==> config.mk <==
export PLATFORM = sky130hd
export DESIGN_NAME = uart_tx_fifo
export DESIGN_NICKNAME = d
export VERILOG_FILES = /design/src/rtl/uart_tx_fifo.sv
export SDC_FILE = /design/constraint.sdc
export NUM_CORES = 1
export LEC_CHECK = 0
export ABC_CLOCK_PERIOD_IN_PS = 7600
export CORE_AREA = 10 10 174 176
export CTS_CLUSTER_DIAMETER = 120
export DETAILED_ROUTE_END_ITERATION = 10
export DIE_AREA = 0 0 184 186
export MAX_ROUTING_LAYER = met4
export PLACE_DENSITY_LB_ADDON = 0.25
export SLEW_MARGIN = 25
export SYNTH_ARGS = -nofsm -noshare
export SYNTH_HDL_FRONTEND = slang
export SYNTH_SLANG_ARGS = --single-unit
==> constraint.sdc <==
create_clock -name clk -period 7.6 [get_ports clk]
set_input_delay 2.28 -clock clk [delete_from_list [all_inputs] [get_ports clk]]
set_output_delay 2.28 -clock clk [all_outputs]
set_load 0.05 [all_outputs]
==> src/rtl/uart_tx_fifo.sv <==
// uart_tx_fifo: FIFO-buffered UART transmitter with baud divider, parity and stop select; UART_TX_BREAK_EN adds send_break
module uart_tx_fifo #(
  parameter int DATA_BITS = 8,
  parameter int FIFO_DEPTH = 8,
  parameter int DIV_W = 16
) (
  input  logic                        clk,
  input  logic                        rst,
`ifdef UART_TX_BREAK_EN
  input  logic                        send_break,
`endif
  input  logic [DATA_BITS-1:0]        tx_data,
  input  logic                        tx_valid,
  output logic                        tx_ready,
  input  logic [DIV_W-1:0]            baud_div,
  input  logic [1:0]                  parity_mode,
  input  logic                        two_stop,
  output logic                        TX,
  output logic                        busy,
  output logic                        tx_done,
  output logic [$clog2(FIFO_DEPTH):0] fifo_count
);
  localparam int AW = $clog2(FIFO_DEPTH);
  localparam int CW = AW + 1;
  typedef enum logic [2:0] {IDLE, START, DATA, PARITY, STOP
`ifdef UART_TX_BREAK_EN
    , BRK, MAB
`endif
  } state_t;
  state_t state_q, state_d;
  logic [DATA_BITS-1:0] fifo_q [FIFO_DEPTH];
  logic [AW-1:0] wr_q, wr_d, rd_q, rd_d;
  logic [CW-1:0] cnt_q, cnt_d;
  logic [DATA_BITS-1:0] shift_q, shift_d;
  logic par_q, par_d, par_en_q, par_en_d, two_q, two_d, done_q, done_d;
  logic [DIV_W-1:0] div_q, div_d, baud_q, baud_d, div_eff;
  logic [3:0] bit_q, bit_d;
  logic push, pop, bit_end, brk_req, brk_line;
`ifdef UART_TX_BREAK_EN
  assign brk_req = send_break;
  assign brk_line = state_q == BRK;
`else
  assign brk_req = 1'b0;
  assign brk_line = 1'b0;
`endif
  assign tx_ready = cnt_q != CW'(FIFO_DEPTH);
  assign push = tx_valid && tx_ready;
  assign pop = state_q == IDLE && cnt_q != '0 && !brk_req;
  assign bit_end = baud_q == div_q - 1'b1;
  assign div_eff = baud_div == '0 ? DIV_W'(1) : baud_div;
  assign TX = (state_q == START) ? 1'b0 :
              (state_q == DATA) ? shift_q[0] :
              (state_q == PARITY) ? par_q : !brk_line;
  assign busy = state_q != IDLE;
  assign tx_done = done_q;
  assign fifo_count = cnt_q;
  always_comb begin
    state_d = state_q;
    wr_d = push ? wr_q + 1'b1 : wr_q;
    rd_d = pop ? rd_q + 1'b1 : rd_q;
    cnt_d = cnt_q + CW'(push) - CW'(pop);
    shift_d = shift_q;
    par_d = par_q;
    par_en_d = par_en_q;
    two_d = two_q;
    div_d = div_q;
    bit_d = bit_q;
    done_d = 1'b0;
    baud_d = (state_q == IDLE || bit_end) ? '0 : baud_q + 1'b1;
    case (state_q)
      IDLE: begin
        bit_d = '0;
`ifdef UART_TX_BREAK_EN
        if (send_break) begin
          state_d = BRK;
          div_d = div_eff;
        end else
`endif
        if (pop) begin
          state_d = START;
          shift_d = fifo_q[rd_q];
          par_d = ^fifo_q[rd_q] ^ (parity_mode == 2'b10);
          par_en_d = ^parity_mode;
          two_d = two_stop;
          div_d = div_eff;
        end
      end
      START: state_d = bit_end ? DATA : START;
      DATA: begin
        if (bit_end) begin
          shift_d = shift_q >> 1;
          bit_d = bit_q + 1'b1;
          if (bit_q == 4'(DATA_BITS - 1)) begin
            bit_d = '0;
            state_d = par_en_q ? PARITY : STOP;
          end
        end
      end
      PARITY: state_d = bit_end ? STOP : PARITY;
      STOP: begin
        if (bit_end) begin
          if (two_q && bit_q == '0) begin
            bit_d = 4'd1;
          end else begin
            state_d = IDLE;
            done_d = 1'b1;
          end
        end
      end
`ifdef UART_TX_BREAK_EN
      BRK: begin
        if (bit_end) begin
          if (bit_q == 4'(DATA_BITS + 1) && !send_break) begin
            state_d = MAB;
            bit_d = '0;
          end else if (bit_q != 4'(DATA_BITS + 1)) begin
            bit_d = bit_q + 1'b1;
          end
        end
      end
      MAB: state_d = bit_end ? IDLE : MAB;
`endif
      default: state_d = IDLE;
    endcase
  end
  always_ff @(posedge clk) begin
    if (push) fifo_q[wr_q] <= tx_data;
  end
  always_ff @(posedge clk) begin
    if (rst) begin
      state_q <= IDLE;
      wr_q <= '0;
      rd_q <= '0;
      cnt_q <= '0;
      shift_q <= '0;
      par_q <= 1'b0;
      par_en_q <= 1'b0;
      two_q <= 1'b0;
      div_q <= '0;
      baud_q <= '0;
      bit_q <= '0;
      done_q <= 1'b0;
    end else begin
      state_q <= state_d;
      wr_q <= wr_d;
      rd_q <= rd_d;
      cnt_q <= cnt_d;
      shift_q <= shift_d;
      par_q <= par_d;
      par_en_q <= par_en_d;
      two_q <= two_d;
      div_q <= div_d;
      baud_q <= baud_d;
      bit_q <= bit_d;
      done_q <= done_d;
    end
  end
endmodule

==> results.yml <==
drt:
  firstDrtPassIters: 5
  wl_met1_um: 6356
  wl_per_cell_um: 14.84
  route.detailed.drc: 0
  final_antenna_net_count: 0
  routed_via_density: 4.520
  wl_met2_um: 6638
  dr_wl_met3_um: 595
  top_layer: "met4"
  initialDrtViolationCount: 260
  routed_wl_um: 13800
  vias: 4204
clock_network:
  cts-root-buf: "clkbuf_16"
  cts_tree: "done"
  clkTransAtPathRegs_ps: 60
  insertion_delay_ps: 420
  cts_setup_buffers: 0
  clk_path_buf_depth: 2
  cts.sinks: 128
  htree_levels: 4
  cts_resized: 0
  cts_buffers: 17
  cts_hold_buffers: 0
yosys:
  synth_edf_count: 64
  synth_area_leaders: "edfxtp_1 32%, dfxtp_1 21%, mux4_2 4.5%, nand2_1 3.5%, xor2_1 3.5%"
  synth_cells: 545
  synth_nets: 589
  syn_area_sq_um: 6053
  synth_common_cells: "64 x dfxtp_1, 64 x edfxtp_1, 56 x nand2_1, 51 x nor2_1, 38 x a21oi_1"
  synth_area_per_cell_sq_um: 11.11
  yosysWarnings: 0
  yosys.area.top_type_share_pct: 31.75
  async_reset_ff_share_pct: 0
  synth_cell_type_count: 64
  ys_seq_area_share_pct: 52.91
  synth_ff_type: "edfxtp_1"
  ys_ff_latch: 128
  yosysTopAreaCell: "edfxtp_1"
placement:
  pre_cts_ws_ps: 3344
  numPortBuffers: 37
  dpl.hpwl_um: 10040
  place_congestion: 0.8110
pwr:
  p_int_mw: 1.649
  leakage_nw: 2.459
  p_seq_share_pct: 35.2
  p_sw_mw: 0.9883
  pwr-share-comb_pct: 36.3
  total_power_mw: 2.637
  ir_worst_vdd_mv: 0.1773
  netSwitchingFraction_pct: 37.48
  p_clk_share_pct: 28.5
  p_per_area_nw_per_um2: 361.8
grt:
  grt_max_degree: 47
  grt_pass1_wl_um: 22380
  grt_pass1_vias: 4165
  grt_usage_pct: 8.636
  grt-ovfl-total: 0
  antenna_found_initial: 0
hold_path:
  min_from: "par_q"
  holdCritPathClass: "reg2reg"
  hold_path_end: "par_q"
  hold_depth: 2
setup_path:
  timing_worst_setup_path_type: "reg2out"
  max_stage_delay_ps: 890
  r2r_cells: 13
  worstReg2RegStart: "state_q[0]"
  regToRegEndpoint: "fifo_count[2]"
  cp_top_family: "buffers and inverters"
  endpoint_kind: "output port"
  cp.required_ps: 5320
  cp-start-kind: "flop"
  critPathBufInv: 1
  reg2reg_slack_ps: 3960
  crit_slowest_cell: "clkdlybuf4s50_1"
  crit_path_max_fanout: 12
  crit_chain: "a21boi_0, o21ai_0, clkdlybuf4s50_1"
  critPathArrivalTime_ps: 2320
timing:
  relSlewSlack_pct: 40.87
  finalCritPeriodShare_pct: 60.58
  finalClockSkew_ps: 8.590
  drv_slew: 0
  worstMarginPinSlew_ps: 886.9
  postLayoutSetupSlackWorst_ps: 2996
  tns_ps: 0
  fmax_mhz: 217.2
  finalHoldViolCount: 0
  rsz0062_at_grt: "no"
  period_needed_ps: 4604
  setup_viol: 0
finish:
  insertedDiodeCount: 0
  layout.nets: 620
  drive_above_1_share_pct: 11.21
  area_growth_pct: 20.40
floorplanning:
  core_area_sq_um: 26730
  die-area_sq_um: 34220
  placementRows: 60
  start_util_pct: 22.65
  die_y_um: 186
  die_x_um: 184
  ios: 38
status:
  outcome: "complete, no violations"
flow_run:
  max_cap_violations: 0
-- logic make-up (layout without fill, tap and decap cells) --
group                      Yosys count  in the layout  synth area share (%)
DFF                                128            128                 52.91
muxes                               32             32                 7.772
AOI/OAI and AO/OA                   87             87                 10.05
and+or+nand+nor                    192            192                 16.08
xor gates and xnor gates            45             45                 6.738
adders and majority gates           14             14                 3.018
buffers and inverters               47             91                 3.431
-- through the flow --
stage	util, %	cell area, sq um	hold WS (ps)	cells
after global placement	25.17	6728	446.6	898
after global routing	27.27	7288	490.7	930
after floorplan	-	6053	429.2	545
final	27.27	7288	458.7	930
after detailed placement	25.21	6738	449.6	898
after CTS	27.27	7288	469.0	930
-- worst min-delay path, cell delays in order, from the launching register on --
cell and delay (ps):
dfxtp_1 310, nand2_1 50, a21oi_1 50
-- state kept, by name (all words and copies together), names as in the netlist, 3 cells and up, named ones only --
name        cells
div_q          16
fifo_count      4
fifo_q         64
bit_q           4
wr_q            3
shift_q         8
rd_q            3
state_q         3
baud_q         16
-- worst max-delay path by stage --
stage                    start            to  cells past startpoint  slack [ps]
floorplan           state_q[1]            TX                      3        3540
global placement      tx_valid  fifo_q[0][0]                      4        3060
detailed placement    tx_valid  fifo_q[4][2]                      4        3340
CTS                 state_q[1]            TX                      3        3020
global route        state_q[1]            TX                      3        2880
finish              state_q[1]            TX                      3        3000
-- cell type report --
| type | count | area (sq um) |
|---|---|---|
| clock buffers | 17 | 425.4 |
| clock inverters | 15 | 125.1 |
| fillers | 2743 | 19440 |
| inverters | 20 | 75.07 |
| multi-input cells | 370 | 2653 |
| flip-flops and latches | 128 | 3203 |
| well taps | 341 | 426.7 |
| repair buffers | 39 | 380.4 |
-- routing by layer --
metal / global-route usage (%) / up-vias
met4: 3.245 / 0
li1: - / 2056
met5: - / -
met2: 13.47 / 70
met1: 10.24 / 2062
met3: 2.749 / 16
-- placed cells by master, fill, tap and decap left out, types with 11 or more instances in the layout --
cell	instances
dfxtp_1	64
edfxtp_1	64
nand2_1	56
nor2_1	51
a21oi_1	38
clkdlybuf4s50_1	36
xor2_1	24
xnor2_1	20
mux2i_1	20
inv_1	19
clkbuf_16	17
nand3_1	16
ha_1	13
mux4_2	12
nor3_1	11
-- power by group through the flow --
stage | registers [mW] | logic (mW) | clock network [mW]
after CTS | 0.930 | 0.970 | 0.772
final | 0.929 | 0.957 | 0.751
after floorplan | 0.916 | 0.745 | 0
after global routing | 0.944 | 1.07 | 0.804
after detailed placement | 0.944 | 0.964 | 0
after global placement | 0.942 | 0.949 | 0
Note: power is estimated with default switching activity, not from simulation.
